**src/rtl/arm_pkg.sv**
```systemverilog
// arm_pkg: shared definitions for the ARM front end.
//   fetch_st_e    : fetch state machine encoding (IDLE/REQ/WAIT/DROP)
//   ARM_RESET_PC  : default fetch address after reset
//   INST_W        : instruction width
//   PC_INC        : sequential fetch increment
//   align_word()  : clears address bits [1:0]
package arm_pkg;

  localparam int unsigned INST_W       = 32;
  localparam logic [31:0] ARM_RESET_PC = 32'h0000_0000;
  localparam logic [31:0] PC_INC       = 32'd4;

  typedef enum logic [1:0] {
    IDLE = 2'd0,
    REQ  = 2'd1,
    WAIT = 2'd2,
    DROP = 2'd3
  } fetch_st_e;

  typedef struct packed {
    logic [INST_W-1:0] inst;
    logic [31:0]       pc;
  } fetch_entry_t;

  function automatic logic [31:0] align_word(input logic [31:0] a);
    return a & 32'hFFFF_FFFC;
  endfunction

endpackage

```
**src/rtl/arm_fetch_queue.sv**
```systemverilog
// arm_fetch_queue: 2-entry synchronous prefetch FIFO with registered head.
//   clk, rst            : clock, asynchronous active-high reset
//   push, push_inst/pc  : write an entry (caller guarantees room)
//   pop                 : drop the head entry
//   clear               : empty the queue; dominates push and pop
//   head_inst, head_pc  : registered head entry
//   count               : number of valid entries (0..2)
module arm_fetch_queue
  import arm_pkg::*;
(
  input  logic              clk,
  input  logic              rst,
  input  logic              push,
  input  logic [INST_W-1:0] push_inst,
  input  logic [31:0]       push_pc,
  input  logic              pop,
  input  logic              clear,
  output logic [INST_W-1:0] head_inst,
  output logic [31:0]       head_pc,
  output logic [1:0]        count
);

  fetch_entry_t ent0, ent1, din;

  assign din       = '{inst: push_inst, pc: push_pc};
  assign head_inst = ent0.inst;
  assign head_pc   = ent0.pc;

  // Shift-register organisation: ent0 is always the head, so the
  // outputs come straight from a register with no read mux.
  always_ff @(posedge clk or posedge rst) begin
    if (rst) begin
      ent0  <= '0;
      ent1  <= '0;
      count <= '0;
    end else if (clear) begin
      count <= '0;
    end else begin
      unique case ({push, pop && (count != 2'd0)})
        2'b10: begin
          if (count == 2'd0) begin
            ent0  <= din;
            count <= 2'd1;
          end else if (count == 2'd1) begin
            ent1  <= din;
            count <= 2'd2;
          end
        end
        2'b01: begin
          ent0  <= ent1;
          count <= count - 2'd1;
        end
        2'b11: begin
          if (count == 2'd1) begin
            ent0 <= din;
          end else begin
            ent0 <= ent1;
            ent1 <= din;
          end
        end
        default: ;
      endcase
    end
  end

endmodule

```
**src/rtl/arm_fetch.sv**
```systemverilog
// arm_fetch: instruction fetch unit feeding arm_decode.
//   RESET_PC     : fetch address after reset (word aligned)
//   clk, rst     : clock, asynchronous active-high reset
//   imem_req/addr/gnt/rvalid/rdata : instruction memory read port,
//                  at most one request outstanding
//   inst_valid/ready, inst, inst_pc : instruction stream to decode
//   pc_we, pc_in : redirect; flushes queue and in-flight fetch
// Build option ARM_FETCH_PC8_EN: inst_pc reports fetch address + 8
// (R15 as seen by the executing instruction) instead of the raw address.
module arm_fetch
  import arm_pkg::*;
#(
  parameter logic [31:0] RESET_PC = ARM_RESET_PC
) (
  input  logic              clk,
  input  logic              rst,
  output logic              imem_req,
  output logic [31:0]       imem_addr,
  input  logic              imem_gnt,
  input  logic              imem_rvalid,
  input  logic [31:0]       imem_rdata,
  output logic              inst_valid,
  input  logic              inst_ready,
  output logic [INST_W-1:0] inst,
  output logic [31:0]       inst_pc,
  input  logic              pc_we,
  input  logic [31:0]       pc_in
);

  fetch_st_e   st, st_nxt;
  logic [31:0] fetch_pc;
  logic [31:0] req_pc;
  logic [31:0] push_pc;
  logic [1:0]  count;
  logic        outstanding;
  logic        grant;
  logic        push;
  logic        pop;

  assign outstanding = (st == WAIT) || (st == DROP);
  assign grant       = imem_req && imem_gnt;
  assign push        = (st == WAIT) && imem_rvalid;
  assign pop         = inst_valid && inst_ready;
  assign imem_addr   = fetch_pc;
  assign inst_valid  = (count != 2'd0);

`ifdef ARM_FETCH_PC8_EN
  assign push_pc = req_pc + 32'd8;
`else
  assign push_pc = req_pc;
`endif

  always_ff @(posedge clk or posedge rst) begin
    if (rst) st <= IDLE;
    else     st <= st_nxt;
  end

  always_comb begin
    st_nxt   = st;
    imem_req = 1'b0;
    unique case (st)
      IDLE: st_nxt = REQ;
      REQ: begin
        // Only ask when the response is guaranteed a queue slot.
        imem_req = ((count + {1'b0, outstanding}) < 2'd2) && !pc_we;
        if (imem_req && imem_gnt) st_nxt = WAIT;
      end
      WAIT: if (imem_rvalid) st_nxt = REQ;
      DROP: if (imem_rvalid) st_nxt = REQ;
      default: st_nxt = IDLE;
    endcase
    // A response landing in the redirect cycle is discarded here, so
    // only a still-pending one needs the DROP detour.
    if (pc_we) st_nxt = (outstanding && !imem_rvalid) ? DROP : REQ;
  end

  always_ff @(posedge clk or posedge rst) begin
    if (rst) begin
      fetch_pc <= RESET_PC;
      req_pc   <= '0;
    end else if (pc_we) begin
      fetch_pc <= align_word(pc_in);
    end else if (grant) begin
      req_pc   <= fetch_pc;
      fetch_pc <= fetch_pc + PC_INC;
    end
  end

  arm_fetch_queue u_queue (
    .clk       (clk),
    .rst       (rst),
    .push      (push),
    .push_inst (imem_rdata),
    .push_pc   (push_pc),
    .pop       (pop),
    .clear     (pc_we),
    .head_inst (inst),
    .head_pc   (inst_pc),
    .count     (count)
  );

endmodule

```
**config.mk**
```make
export PLATFORM = sky130hd
export DESIGN_NAME = arm_fetch
export DESIGN_NICKNAME = d
export VERILOG_FILES = /design/src/rtl/arm_pkg.sv /design/src/rtl/arm_fetch_queue.sv /design/src/rtl/arm_fetch.sv
export SDC_FILE = /design/constraint.sdc
export NUM_CORES = 1
export LEC_CHECK = 0
export ABC_AREA = 1
export ABC_CLOCK_PERIOD_IN_PS = 4900
export CORE_MARGIN = 5
export CORE_UTILIZATION = 55
export DETAILED_ROUTE_END_ITERATION = 8
export PLACE_DENSITY = 0.81
export SLEW_MARGIN = 20
export SYNTH_ARGS = -nofsm -noshare
export SYNTH_HDL_FRONTEND = slang
export SYNTH_HIERARCHICAL = 1
export SYNTH_SLANG_ARGS = --single-unit
```
**constraint.sdc**
```tcl
create_clock -name clk -period 4.9 [get_ports clk]
set_input_delay 0.735 -clock clk [delete_from_list [all_inputs] [get_ports clk]]
set_output_delay 0.735 -clock clk [all_outputs]
set_load 0.05 [all_outputs]
```
==> results.cfg, run 1 <==
[worst_setup_path]
crit_fanout = 73
timing.critical_path.from_type = register
endpoint_kind = register
timing.critical_path.arrival_ns = 3.48
required_ns = 5.22
critical_path_class = register to register

[outcome]
outcome = finished clean

[global_route]
grt_first_pass_wirelength_um = 51560
grt_overflow_total = 0
antenna_violations_before_repair = 1
globalRouteTotalUtil_pct = 26.04
grt_start_max_net_pins = 118
first_global_vias = 10679

[finish]
synthToLayoutAreaGrowth_pct = 19.14
final_net_count = 1894
post-route-cell-area_um2 = 13520
multi_input_comb_area_um2 = 5523
fillCellCount = 1785
layout.cells.most_common_list = nand2_1, nor2_1, dfrtp_1, clkdlybuf4s50_1, nand3_1
final_common_cell = nand2_1
drive_above_1_share_pct = 3.930
final_util_pct = 66.61
n_antenna_cell = 0
sequential_cell_area_um2 = 4805

[place]
place.gp.congestion = 0.8170
placement.cell_area_um2 = 12950
post-dp-hpwl_um = 19500
preCtsSetupSlack_ns = 1.319
place.port_buffers = 163

[clock_network]
cts.root.buffer_cell = clkbuf_16
numCtsBuffers = 17
post_cts_resized = 0
worst_skew_pair.late_latency_ns = 0.43
tritoncts = built
post-cts-setup-buffers = 0
h-tree-depth = 4
clkTransAtPathRegs_ns = 0.07
clock_tree.buffer_depth = 2
tritoncts_num_sinks = 192
hold_buffers = 0

[detailed_routing]
firstDrtPassIters = 7
detailroute.wirelength.met2_um = 14250
route.detailed.drc = 0
route.met3.wl_um = 2292
routedWlPerCell_um = 14.47
detail_route.iter0.violations = 928
route.vias.total = 11144
detail_route.vias_per_cell = 5.302
highest-signal-layer = met5
totalWireLength_um = 30430
wirelength_met1_um = 13230
drtAntennaViolNets = 0

[sta]
slew-limit-headroom_pct = 38.45
finalMaxSlewViolations = 0
hold_viol = 0
final.period_utilization_pct = 64.51
max_slew.worst_pin.slew_ns = 0.9233
worst_clock_skew_ns = 0.008922
hold-worst-slack_ns = 0.4769
worst_slack_ns = 1.739
grt_setup_unrepaired = no
setup_viol_count_final = 0
setup-tns-final_ns = 0
clock.fmax_mhz = 316.4
finalWorstPathRequiredPeriod_ns = 3.161

[synth]
synthTopCellsByArea = dfrtp_1, nand2_1, nor2_1, nand3_1, o21ai_0
post_synth_num_cell_types = 32
yosys_register_bits = 192
synth_area_um2 = 11350
synth_top_area_cell = dfrtp_1
synth_top_cell_area_share_pct = 42.34
synthCells = 1719
synth-warning-count = 6
avg_inst_size_synth_um2 = 6.602
seq_area_frac_synth_pct = 42.34

[die]
placementRows = 52
io_pins = 168
die-width_um = 153.6
die-area_um2 = 23610
fp.coreArea_um2 = 20300
floorplan.initialDensity_pct = 55.90
die_y_um = 153.6

[job]
cap_violations = 0

[power_and_ir_drop]
power_density_nw_per_um2 = 564.7
static_leakage_nw = 6.751
vdd_ir_drop_max_v = 0.0003146

[worst_hold_path]
hold_path_class = register to register
-- where the power goes --
part / internal (mW) / total, mW / switching (mW)
Combinational: 1.17 / 3.74 / 2.57
Clock: 0.775 / 1.38 / 0.609
Sequential: 2.10 / 2.51 / 0.405
-- state kept, by name, summed over array words and instances (netlist names) --
register,cells
u_queue/ent1,64
u_queue/head_inst,32
u_queue/head_pc,32
imem_addr,30
push_pc,30
st,2
u_queue/count,2
-- synth_stat cells, drive strengths merged --
cell,n
a21oi,62
xor2,1
dfrtp,192
nor2,230
o21bai,5
clkbuf,39
o21a,1
ha,4
inv,134
xnor2,1
nand3,148
conb,1
nand2,677
and2,2
nand4,5
o21ai,156
buf,59
or2,2
-- per-stage QoR --
stage	instances	total power, mW
CTS	2102	7.663
detailed placement	2071	6.256
floorplan	1722	5.119
global route	2102	8.164
finish	2102	7.635
global placement	2071	6.159
-- layout make-up --
| class | instances | share of cell area [%] |
|---|---|---|
| Clock inverter | 10 | 0.8236 |
| Timing Repair Buffer | 177 | 13.12 |
| Inverter | 134 | 3.766 |
| Tap cell | 270 | 2.499 |
| Sequential cell | 192 | 35.54 |
| Clock buffer | 21 | 3.406 |
| Multi-Input combinational cell | 1298 | 40.85 |
-- worst paths after layout --
check | slack, ns | cells after the start | from | end
max reg2reg | 1.74 | 10 | u_queue/count[1] | u_queue/head_pc[17]
max | 1.74 | 10 | u_queue/count[1] | u_queue/head_pc[17]
min | 0.48 | 2 | u_queue/head_inst[15] | u_queue/head_inst[15]
max in group asynchronous | 3.16 | 3 | rst | push_pc[24]
min in group asynchronous | 0.82 | 2 | rst | u_queue/head_pc[22]
min reg2reg | 0.48 | 2 | u_queue/head_inst[15] | u_queue/head_inst[15]
-- worst max-delay path: stages (launching register included) --
cell	delay, ns
dfrtp_1	0.47
inv_1	0.14
ha_1	0.25
inv_2	0.08
nand2_4	0.65
nand2_1	0.23
nand2_4	0.51
buf_12	0.38
a21oi_1	0.09
nand2_1	0.14
nand2_1	0.06
-- metal layers --
metal | global-route usage, % | vias to the layer above
met5 | 0 | -
met4 | 8.495 | 2
met3 | 5.171 | 61
met2 | 43.24 | 413
met1 | 34.47 | 5107
li1 | - | 5561
-- cells by family after synthesis --
group | Yosys count | synth area share (%)
simple gates | 1064 | 37.76
buf+inv | 232 | 9.228
compound gates | 224 | 10.04
flops | 192 | 42.34
fa+ha+maj | 4 | 0.4410
xor+xnor | 2 | 0.1544
other cells | 1 | 0.03304
(Power assumes the default switching activity.)
==> run 2, diff against run 1 <==
Settings changed: ABC_CLOCK_PERIOD_IN_PS 4900 to 2600, CORE_UTILIZATION 55 to 50, PLACE_DENSITY 0.81 to 0.77.
Clock period 4.9 ns to 2.6 ns, I/O delays scaled along.
==> results.cfg, run 2 (synthesis gave the netlist of run 1 again) <==
[sta]
worst_clock_skew_ns = 0.009916
finalMaxSlewViolations = 0
max_slew.worst_pin.slew_ns = 0.7744
finalWorstPathRequiredPeriod_ns = 2.396
final.period_utilization_pct = 92.16
worst_slack_ns = 0.2039
setup-tns-final_ns = 0
hold_viol = 0
setup_viol_count_final = 0
hold-worst-slack_ns = 0.4358
grt_setup_unrepaired = no
clock.fmax_mhz = 417.3
slew-limit-headroom_pct = 48.32

[power_and_ir_drop]
static_leakage_nw = 6.852
switching_power_mw = 6.783
clkPwrFrac_pct = 18.0
p_seq_share_pct = 32.7
cellInternalPower_mw = 7.791
totalPowerFinal_mw = 14.57
power_frac_comb_pct = 49.3
netSwitchingFraction_pct = 46.54
power_density_nw_per_um2 = 1060
vdd_ir_drop_max_v = 0.0006252

[finish]
synthToLayoutAreaGrowth_pct = 21.19
post_layout_nonfiller_instances = 2129
final_common_cell = nand2_1
n_antenna_cell = 0
largest_register_ffs = 64
final_net_count = 1907
post-route-cell-area_um2 = 13750
max_flop_register = u_queue/ent1
layout.cells.most_common_list = nand2_1, nor2_1, dfrtp_1, clkdlybuf4s50_1, nand3_1
final_util_pct = 61.12
drive_above_1_share_pct = 4.664

[worst_setup_path]
timing.critical_path.from_type = register
required_ns = 2.21
critical_path_class = register to output port
endpoint_kind = output port
crit_fanout = 9
timing.critical_path.arrival_ns = 2.01

[global_route]
antenna_violations_before_repair = 2
grt_start_max_net_pins = 71
global_route.usage.met2_pct = 39.70
globalRouteTotalUtil_pct = 23.92
groute.layer.met1.usage_pct = 31.89
highest_utilization_routing_layer_at_the_global_route_stage = met2
use_met3_pct = 5.312
grt_overflow_total = 0
first_global_vias = 10784
grt_first_pass_wirelength_um = 51820

[place]
placement.cell_area_um2 = 13170
place.port_buffers = 163
place.detailed.instances = 2099
preCtsSetupSlack_ns = 0.2665
post-dp-hpwl_um = 20060
place.gp.congestion = 0.8601

[die]
fp.coreArea_um2 = 22500
die-area_um2 = 25810
placementRows = 55
floorplan.initialDensity_pct = 50.43
die-width_um = 160.7
io_pins = 168
die_y_um = 160.7

[clock_network]
tritoncts = built
hold_buffers = 0
cts.root.buffer_cell = clkbuf_16
worst_skew_pair.late_latency_ns = 0.43
clkTransAtPathRegs_ns = 0.06
clock_tree.buffer_depth = 2
tritoncts_num_sinks = 192
post-cts-setup-buffers = 0
post_cts_resized = 0
numCtsBuffers = 17
h-tree-depth = 4

[detailed_routing]
detail_route.iter0.violations = 927
route.vias.total = 11166
routedWlPerCell_um = 14.35
drtAntennaViolNets = 0
detail_route.vias_per_cell = 5.245
firstDrtPassIters = 7
totalWireLength_um = 30560
route.detailed.drc = 0

[job]
cap_violations = 0

[outcome]
outcome = finished clean

[worst_hold_path]
hold_path_class = primary input to async pin
[run 2: cell type report]
type	instances	area, µm²
sequential	192	4805
clock buffer	21	470.5
inverter	134	506.7
timing repair buffer	190	1982
multi-input combinational	1298	5523
fill	2103	8750
tap	285	356.6
clock inverter	9	110.1
[run 2: power groups by stage]
stage                     Clock, mW  Combinational [mW]  Sequential (mW)
after floorplan                   0                3.10             6.55
after global placement            0                7.02             4.78
after detailed placement          0                7.18             4.80
after CTS                      2.68                7.23             4.76
after global routing           2.80                7.89             4.90
final                          2.62                7.19             4.76
[run 2: worst paths after layout]
path                                            from              endpoint  slack [ns]  depth (start not counted)
worst max-delay path                u_queue/count[0]            inst_valid        0.20                          2
worst min-delay path                             rst            push_pc[3]        0.44                          3
worst max register to register      u_queue/count[1]      u_queue/ent1[57]        0.35                         10
worst min register to register  u_queue/head_inst[7]  u_queue/head_inst[7]        0.48                          2
max in group asynchronous                        rst  u_queue/head_inst[9]        1.78                          3
min in group clk                u_queue/head_inst[7]  u_queue/head_inst[7]        0.48                          2
[run 2: layer usage]
metal	routed length, µm	part of all wire (%)
met1	13570	44
met2	14400	47
met3	2194	7.2
met4	373	1.2
met5	25	0.082
[run 2: critical path, cell delays in order (launching register included)]
cell	delay, ns
dfrtp_1	0.50
or2_2	0.34
clkdlybuf4s50_1	0.74
==> run 3, diff against run 2 <==
Settings changed: RECOVER_POWER from default to 50.
==> results.cfg, run 3 (synthesis gave the netlist of run 1 again) <==
[finish]
multi_input_comb_area_um2 = 5517
drive_above_1_share_pct = 4.447
final_common_cell = nand2_1
largest_register_ffs = 64
layout.cells.most_common_list = nand2_1, nor2_1, dfrtp_1, clkdlybuf4s50_1, nand3_1
n_antenna_cell = 0
synthToLayoutAreaGrowth_pct = 20.53
final_net_count = 1907
fillCellCount = 2114
post_layout_nonfiller_instances = 2129
max_flop_register = u_queue/ent1
sequential_cell_area_um2 = 4805

[worst_setup_path]
cp_slowest_cell = clkdlybuf4s50_1
worst_path_dominant_cell_family = buffers and inverters
endpoint_kind = output port
required_ns = 2.21
crit_path_start = u_queue/count[0]
crit_fanout = 9
timing.critical_path.arrival_ns = 2.01
cp_num_buf_inv = 1
cp_slowest_stage_delay_ns = 0.74
timing.critical_path.from_type = register
crit-reg2reg-capture = u_queue/ent1[57]
worst_r2r_startpoint = u_queue/count[0]
count_of_cells_along_the_worst_register_to_register_path = 10
cp-endpoint = inst_valid
path_depth = 2
setup.reg_to_reg.worst_slack_ns = 0.37
cell_breakdown_of_the_critical_path = or2_2 > clkdlybuf4s50_1
critical_path_class = register to output port

[global_route]
grt_overflow_total = 0
first_global_vias = 10784
grt_start_max_net_pins = 71
antenna_violations_before_repair = 2
use_met3_pct = 5.312
grt_first_pass_wirelength_um = 51820
global_route.usage.met2_pct = 39.70
highest_utilization_routing_layer_at_the_global_route_stage = met2
globalRouteTotalUtil_pct = 23.92
groute.layer.met1.usage_pct = 31.89

[die]
placementRows = 55
io_pins = 168
fp.coreArea_um2 = 22500
die_y_um = 160.7
floorplan.initialDensity_pct = 50.43
die-area_um2 = 25810
die-width_um = 160.7

[sta]
slew-limit-headroom_pct = -14.03
setup_viol_count_final = 0
worst_clock_skew_ns = 0.009184
max_slew.worst_pin.slew_ns = 1.710
finalMaxSlewViolations = 195
final.period_utilization_pct = 92.34
setup-tns-final_ns = 0
grt_setup_unrepaired = no
hold_viol = 0
finalWorstPathRequiredPeriod_ns = 2.401
clock.fmax_mhz = 416.5

[power_and_ir_drop]
clkPwrFrac_pct = 18.0
netSwitchingFraction_pct = 46.59
power_frac_comb_pct = 49.2
power_density_nw_per_um2 = 1062
p_seq_share_pct = 32.8
switching_power_mw = 6.770
cellInternalPower_mw = 7.762
static_leakage_nw = 6.827
vdd_ir_drop_max_v = 0.0006258

[clock_network]
post_cts_resized = 0
h-tree-depth = 4
clock_tree.buffer_depth = 2
cts.root.buffer_cell = clkbuf_16
worst_skew_pair.late_latency_ns = 0.43
clkTransAtPathRegs_ns = 0.06
post-cts-setup-buffers = 0
tritoncts_num_sinks = 192
numCtsBuffers = 17
hold_buffers = 0
tritoncts = built

[detailed_routing]
detail_route.vias_per_cell = 5.217
route.detailed.drc = 0
drtAntennaViolNets = 0
routedWlPerCell_um = 14.36
firstDrtPassIters = 5
totalWireLength_um = 30560
detail_route.iter0.violations = 870
route.vias.total = 11107

[job]
cap_violations = 3

[place]
place.detailed.instances = 2099
place.gp.congestion = 0.8601
post-dp-hpwl_um = 20060
place.port_buffers = 163

[worst_hold_path]
hold_path_class = register to register

[outcome]
outcome = complete, but fails checks
violations_in_the_final_reports = capacitance limit, slew limit
==> run 3: cell types whose count changed in the layout (fill, tap and decap cells not counted), sizes merged <==
cell / before / now
buf: 28 / 22
clkbuf: 21 / 27
clkdlybuf4s50: 162 / 161
clkinv: 4 / 5
dlygate4sd3: 0 / 1
inv: 133 / 132
==> run 3: power groups by stage <==
stage                     clock network, mW  logic [mW]  registers (mW)
after detailed placement                  0        7.18            4.80
after floorplan                           0        3.10            6.55
after CTS                              2.68        7.23            4.76
after global routing                   2.80        7.85            4.90
after global placement                    0        7.02            4.78
final                                  2.61        7.15            4.77
==> run 3: through the flow <==
stage | hold WS [ns] | util [%] | power (mW) | instance area [µm²] | worst slack (ns)
3_5_place_dp | 0.4643 | 58.54 | 11.97 | 13170 | 0.2665
4_1_cts | 0.4430 | 61.12 | 14.66 | 13750 | 0.1746
5_1_grt | 0.4929 | 60.78 | 15.55 | 13680 | 0.08417
2_1_floorplan | 0.4489 | - | 9.648 | 11360 | 0.6008
6_report | 0.4760 | 60.78 | 14.53 | 13680 | 0.1992
3_3_place_gp | 0.4618 | 58.54 | 11.80 | 13170 | 0.3131
==> run 3: worst reg2reg max path, delay by kind of cell (launching register included) <==
family,cells,cell delay [ns]
AND/OR/NAND/NOR,5,0.74
flip-flops,1,0.55
buffers and inverters,3,0.50
adder cells (fa/ha/maj),1,0.27
AO/OA/AOI/OAI,1,0.09
==> run 3: worst min path at each step <==
stage,start,to,cells past startpoint
6_report,u_queue/head_inst[7],u_queue/head_inst[7],2
5_1_grt,u_queue/head_inst[12],u_queue/head_inst[12],2
4_1_cts,rst,push_pc[3],3
3_5_place_dp,u_queue/head_inst[7],u_queue/head_inst[7],2
3_3_place_gp,u_queue/head_inst[7],u_queue/head_inst[7],2
2_1_floorplan,push_pc[10],push_pc[10],2
==> run 3: per-layer routing <==
layer | share of wire [%] | routed length (µm) | vias up
li1 | - | - | 5606
met1 | 45 | 13800 | 5145
met2 | 47 | 14350 | 317
met3 | 6.4 | 1967 | 35
met4 | 1.4 | 416 | 4
met5 | 0.082 | 25 | -
==> run 3: area by class of cell <==
cell class,instances,area share (%)
Tap cell,285,2.607
Sequential cell,192,35.13
Multi-Input combinational cell,1298,40.33
Inverter,134,3.686
Timing Repair Buffer,190,14.00
Clock inverter,9,0.8050
Clock buffer,21,3.439
==> edit 1 (config.mk and constraints of run 2) <==
Remove the case item `REQ` of the case on `st`.
--- a/src/rtl/arm_fetch.sv
+++ b/src/rtl/arm_fetch.sv
@@ -60,11 +60,6 @@
     imem_req = 1'b0;
     unique case (st)
       IDLE: st_nxt = REQ;
-      REQ: begin
-        // Only ask when the response is guaranteed a queue slot.
-        imem_req = ((count + {1'b0, outstanding}) < 2'd2) && !pc_we;
-        if (imem_req && imem_gnt) st_nxt = WAIT;
-      end
       WAIT: if (imem_rvalid) st_nxt = REQ;
       DROP: if (imem_rvalid) st_nxt = REQ;
       default: st_nxt = IDLE;
Behaviour: not the same (a bounded check fails within 4 cycles, from zero or initial values and one cycle with rst high).
==> edit 1 against run 2 <==
Die area fell by 19%; setup slack gained 0.082 ns; sequential cell count down 30; synthesized area fell by 20%; sequential power shrank 29%; wire length is 26% lower; critical path depth did not move; final area shrank 15%; synthesized cell count shrank 23%; total power is 23% lower; critical endpoint unchanged; largest cell class unchanged; largest power group unchanged.
==> edit 1: results (changes against run 2) <==
Status: complete, no violations
Tightest Pin Transition: 0.735 ns (-0.0392 ns)
Antenna diodes: 0 (unchanged)
Global route overflow: 0 (unchanged)
CP max FO: 7 (-2)
Final Wtd Congestion: 0.780 (-9.4%)
Synthesized instance count: 1321 (-23%)
YS warnings: 6 (unchanged)
Worst VDD drop: 0.781 mV (+25%)
Fraction of layout cells with a size suffix above 1: 0.0599 (+0.0132)
All-Layer GR Usage: 0.224 (-0.0152)
CP top delay family: buffers and inverters
CTS buffer count: 17 (unchanged)
Synth Flop Type: dfrtp_1
Switching power total: 5070 uW (-25%)
Post-synth top cells: nand2_1, dfrtp_1, nor2_1, o21ai_0, inv_1
Hold WC Path Type: input port to async pin
Compound-cell area share of the yosys netlist: 0.117 (+0.0167)
Clk buf depth: 2 (unchanged)
Number of global-route vias before repair: 8058 (-25%)
Initial DRC count: 600 (-35%)
Post-Place Cells: 1753 (-16%)
Final nets: 1616 (-15%)
DP Wirelength: 14400 microns (-28%)
Post-synthesis mux area share: 0 (unchanged)
Largest net degree at the start of global routing: 68 (-4.2%)
Seq/Total Area, Yosys: 0.447 (+0.0238)
Skew-Pair Late Insertion Delay: 0.43 ns (about the same)
Synth Area in XOR/XNOR: 0 (-0.00154)
First-pass GRT wire length: 38100 microns (-26%)
DP Worst Slack: 0.318 ns (+0.0512 ns)
Cts repair resizes: 0 (unchanged)
Htree depth: 4 (unchanged)
CP arrival: 1.92 ns (-0.09 ns)
Routed vias: 8579 (-23%)
Leak Pwr: 0.00577 uW (-16%)
Top reg by flops: u_queue/ent1
Max FFs per register: 64 (unchanged)
Ranking of synthesized cells by area: dfrtp_1, nand2_1, o21ai_0
Clock Root Buffer: clkbuf_16
CP max stage delay: 0.72 ns (-0.02 ns)
Clock Skew: 0.00807 ns (-0.00185 ns)
Reg clk slew, reported paths: 0.06 ns (about the same)
Detailed-route wire length per cell: 12.8 microns (-11%)
Post-DP Area: 11200 sq um (-15%)
Post-CTS setup buffer count: 0 (unchanged)
Adder-cell area share of the yosys netlist: 0.00414 (-0.000269)
CORE AREA: 17900 sq um (-20%)
Async SR Flop Fraction: 1.00 (unchanged)
IO Port Bufs: 161 (-1.2%)
Drt first pass iters: 5 (-2)
Post-synth cell types: 29 (-9.4%)
Critical path's slowest cell: clkdlybuf4s50_1
Via/cell ratio: 4.81 (-8.2%)
Initial antenna violation count: 0 (-2)
edit 1: kinds of logic (layout without fill, tap and decap cells):
| group | count (synthesis) | in the layout |
|---|---|---|
| flops | 162 | 162 |
| buf+inv | 165 | 299 |
| other cells | 1 | 99 |
| simple gates | 796 | 796 |
| fa+ha+maj | 3 | 3 |
| compound gates | 194 | 194 |
edit 1: per-layer routing:
layer / GRT usage / wire length, microns / up-vias / part of all wire
met4: 0.0736 / 406 / 0 / 0.018
met2: 0.360 / 10600 / 223 / 0.46
met1: 0.303 / 10200 / 3886 / 0.45
met3: 0.0489 / 1530 / 32 / 0.067
li1: - / - / 4438 / -
met5: 0 / 0 / - / 0
edit 1: final timing paths:
check                                            from  cells after the start  slack, ns                    end
max in group asynchronous                         rst                      3       1.62       u_queue/ent1[31]
worst max-delay path                 u_queue/count[0]                      2       0.29             inst_valid
worst max register to register       u_queue/count[0]                     10       0.45   u_queue/head_inst[8]
worst min-delay path                              rst                      2       0.21                  st[1]
min in group clk                                pc_we                      5       0.46       u_queue/count[0]
worst min register to register  u_queue/head_inst[30]                      2       0.48  u_queue/head_inst[30]
edit 1: final cells by class:
type | instances | area, sq um
multi-input combinational | 1092 | 4580
clock buffer | 24 | 492
inverter | 82 | 312
clock inverter | 5 | 53.8
fill | 1559 | 6200
timing repair buffer | 188 | 1920
tap | 229 | 287
sequential | 162 | 4050
edit 1: power by group through the flow:
| stage | Clock [uW] | Combinational, uW | Sequential (uW) |
|---|---|---|---|
| floorplan | 0 | 1940 | 5230 |
| finish | 2370 | 5520 | 3380 |
| detailed placement | 0 | 5520 | 3420 |
| CTS | 2420 | 5540 | 3380 |
| global route | 2540 | 5960 | 3460 |
| global placement | 0 | 5470 | 3410 |
==> edit 2 (config.mk and constraints of run 2) <==
Made on the original files. Add a define of `ARM_FETCH_PC8_EN`.
--- a/src/rtl/arm_fetch.sv
+++ b/src/rtl/arm_fetch.sv
@@ -7,6 +7,8 @@
 //   pc_we, pc_in : redirect; flushes queue and in-flight fetch
 // Build option ARM_FETCH_PC8_EN: inst_pc reports fetch address + 8
 // (R15 as seen by the executing instruction) instead of the raw address.
+`define ARM_FETCH_PC8_EN
+
 module arm_fetch
   import arm_pkg::*;
 #(
Function: changed (Yosys sat finds a counterexample within 4 cycles, from zero or initial values and one cycle with rst high).
==> edit 2 against run 2 <==
Highest routed layer is now met4; setup slack lost 0.027 ns; total power rose by 3.8%; sequential cell count stayed put; sequential share of layout area is 1.9 points lower; critical path type unchanged; synthesized cell count rose by 8.1%; final area increased by 5.8%; critical path depth did not move; synthesized area rose by 6.8%; largest power group unchanged; wire length grew 6.8%; global-route usage is 0.80 points lower.
==> edit 2: results (changes against run 2) <==
Initial antenna violation count: 0 (-2)
Worst setup path endpoint: inst_valid
Number of global-route vias before repair: 11191 (+3.8%)
Start point of the critical path: u_queue/count[0]
Synth Flop Type: dfrtp_1
Reg clk slew, reported paths: 0.08 ns (+0.02 ns)
Ranking of synthesized cells by area: dfrtp_1, nand2_1, nor2_1
Largest net degree at the start of global routing: 104 (+46%)
Clock Skew: 0.0140 ns (+0.00409 ns)
Fraction of layout cells with a size suffix above 1: 0.0499 (+0.00324)
Synthesized instance count: 1859 (+8.1%)
DP Wirelength: 21900 microns (+9.0%)
Post-Place Cells: 2277 (+8.5%)
Initial DRC count: 1057 (+14%)
Leak Pwr: 0.00717 uW (+4.7%)
Post-synth top cells: nand2_1, nor2_1, dfrtp_1, nand3_1, inv_1
Worst VDD drop: 0.537 mV (-14%)
All-Layer GR Usage: 0.231 (-0.00802)
CP arrival: 2.03 ns (+0.02 ns)
Drt first pass iters: 5 (-2)
Final Wtd Congestion: 0.871 (+1.3%)
Detailed-route wire length per cell: 14.1 microns (-1.6%)
Status: complete, no violations
Critical R2R Capture: u_queue/head_inst[23]
Fillcell total: 2242 (+6.6%)
CP max stage delay: 0.70 ns (-0.04 ns)
Reg2reg setup slack: 0.40 ns (+0.05 ns)
Post-synth cell types: 34 (+6.3%)
Tightest Pin Transition: 0.630 ns (-0.144 ns)
Seq/Total Area, Yosys: 0.396 (-0.0269)
Post-Route WL: 32600 microns (+6.8%)
Final nets: 2047 (+7.3%)
Post-CTS setup buffer count: 0 (unchanged)
Via/cell ratio: 5.19 (-1.0%)
edit 2: worst max-delay path, delay by kind of cell, from the launching register on:
family / cells / cell delay [ns]
buffers and inverters: 1 / 0.70
flip-flops: 1 / 0.53
AND/OR/NAND/NOR: 1 / 0.37
edit 2: worst min path at each step:
stage / slack, ns / endpoint / start
finish: 0.26 / u_queue/head_pc[9] / rst
global route: 0.26 / u_queue/head_pc[9] / rst
CTS: 0.25 / u_queue/head_pc[9] / rst
detailed placement: 0.46 / u_queue/head_inst[7] / u_queue/head_inst[7]
global placement: 0.46 / u_queue/head_inst[24] / u_queue/head_inst[24]
floorplan: 0.45 / req_pc[2] / req_pc[2]
edit 2: cell families after synthesis:
family                   count (synthesis)  share of synthesized area
AO/OA/AOI/OAI                          235                     0.0984
XOR/XNOR                                23                     0.0166
adder cells (fa/ha/maj)                  5                    0.00516
buffers and inverters                  255                     0.0955
flip-flops                             192                      0.396
other                                    1                   0.000309
AND/OR/NAND/NOR                       1148                      0.388
edit 2: cell type report:
cell class,instances,share of cell area
clock buffer,17,0.0292
clock inverter,15,0.0111
inverter,156,0.0405
multi-input combinational,1415,0.425
sequential,192,0.330
tap,324,0.0279
timing repair buffer,190,0.136
edit 2: power breakdown:
| part | leakage, uW | internal, uW | switching [uW] | total, uW |
|---|---|---|---|---|
| combinational | 0.00440 | 2480 | 5110 | 7600 |
| sequential | 0.00248 | 3980 | 916 | 4900 |
| clock | 0.000287 | 1300 | 1340 | 2630 |
| total | 0.00717 | 7760 | 7370 | 15100 |
edit 2: stage by stage:
stage	utilization	instance area, sq um	setup slack [ns]	hold WS, ns	total power (uW)
floorplan	-	12100	0.601	0.449	10200
global placement	0.579	14000	0.292	0.462	12300
detailed placement	0.579	14000	0.268	0.465	12500
CTS	0.604	14600	0.161	0.251	15200
global route	0.604	14600	0.135	0.261	16200
finish	0.604	14600	0.177	0.262	15100
edit 2: layer usage:
| layer | vias to the layer above | track usage | share of wire | wire length [microns] |
|---|---|---|---|---|
| met5 | - | 0 | 0 | 0 |
| met4 | 0 | 0.0649 | 0.017 | 559 |
| met3 | 44 | 0.0448 | 0.061 | 2000 |
| met2 | 395 | 0.381 | 0.47 | 15300 |
| met1 | 5499 | 0.313 | 0.45 | 14700 |
| li1 | 6045 | - | - | - |
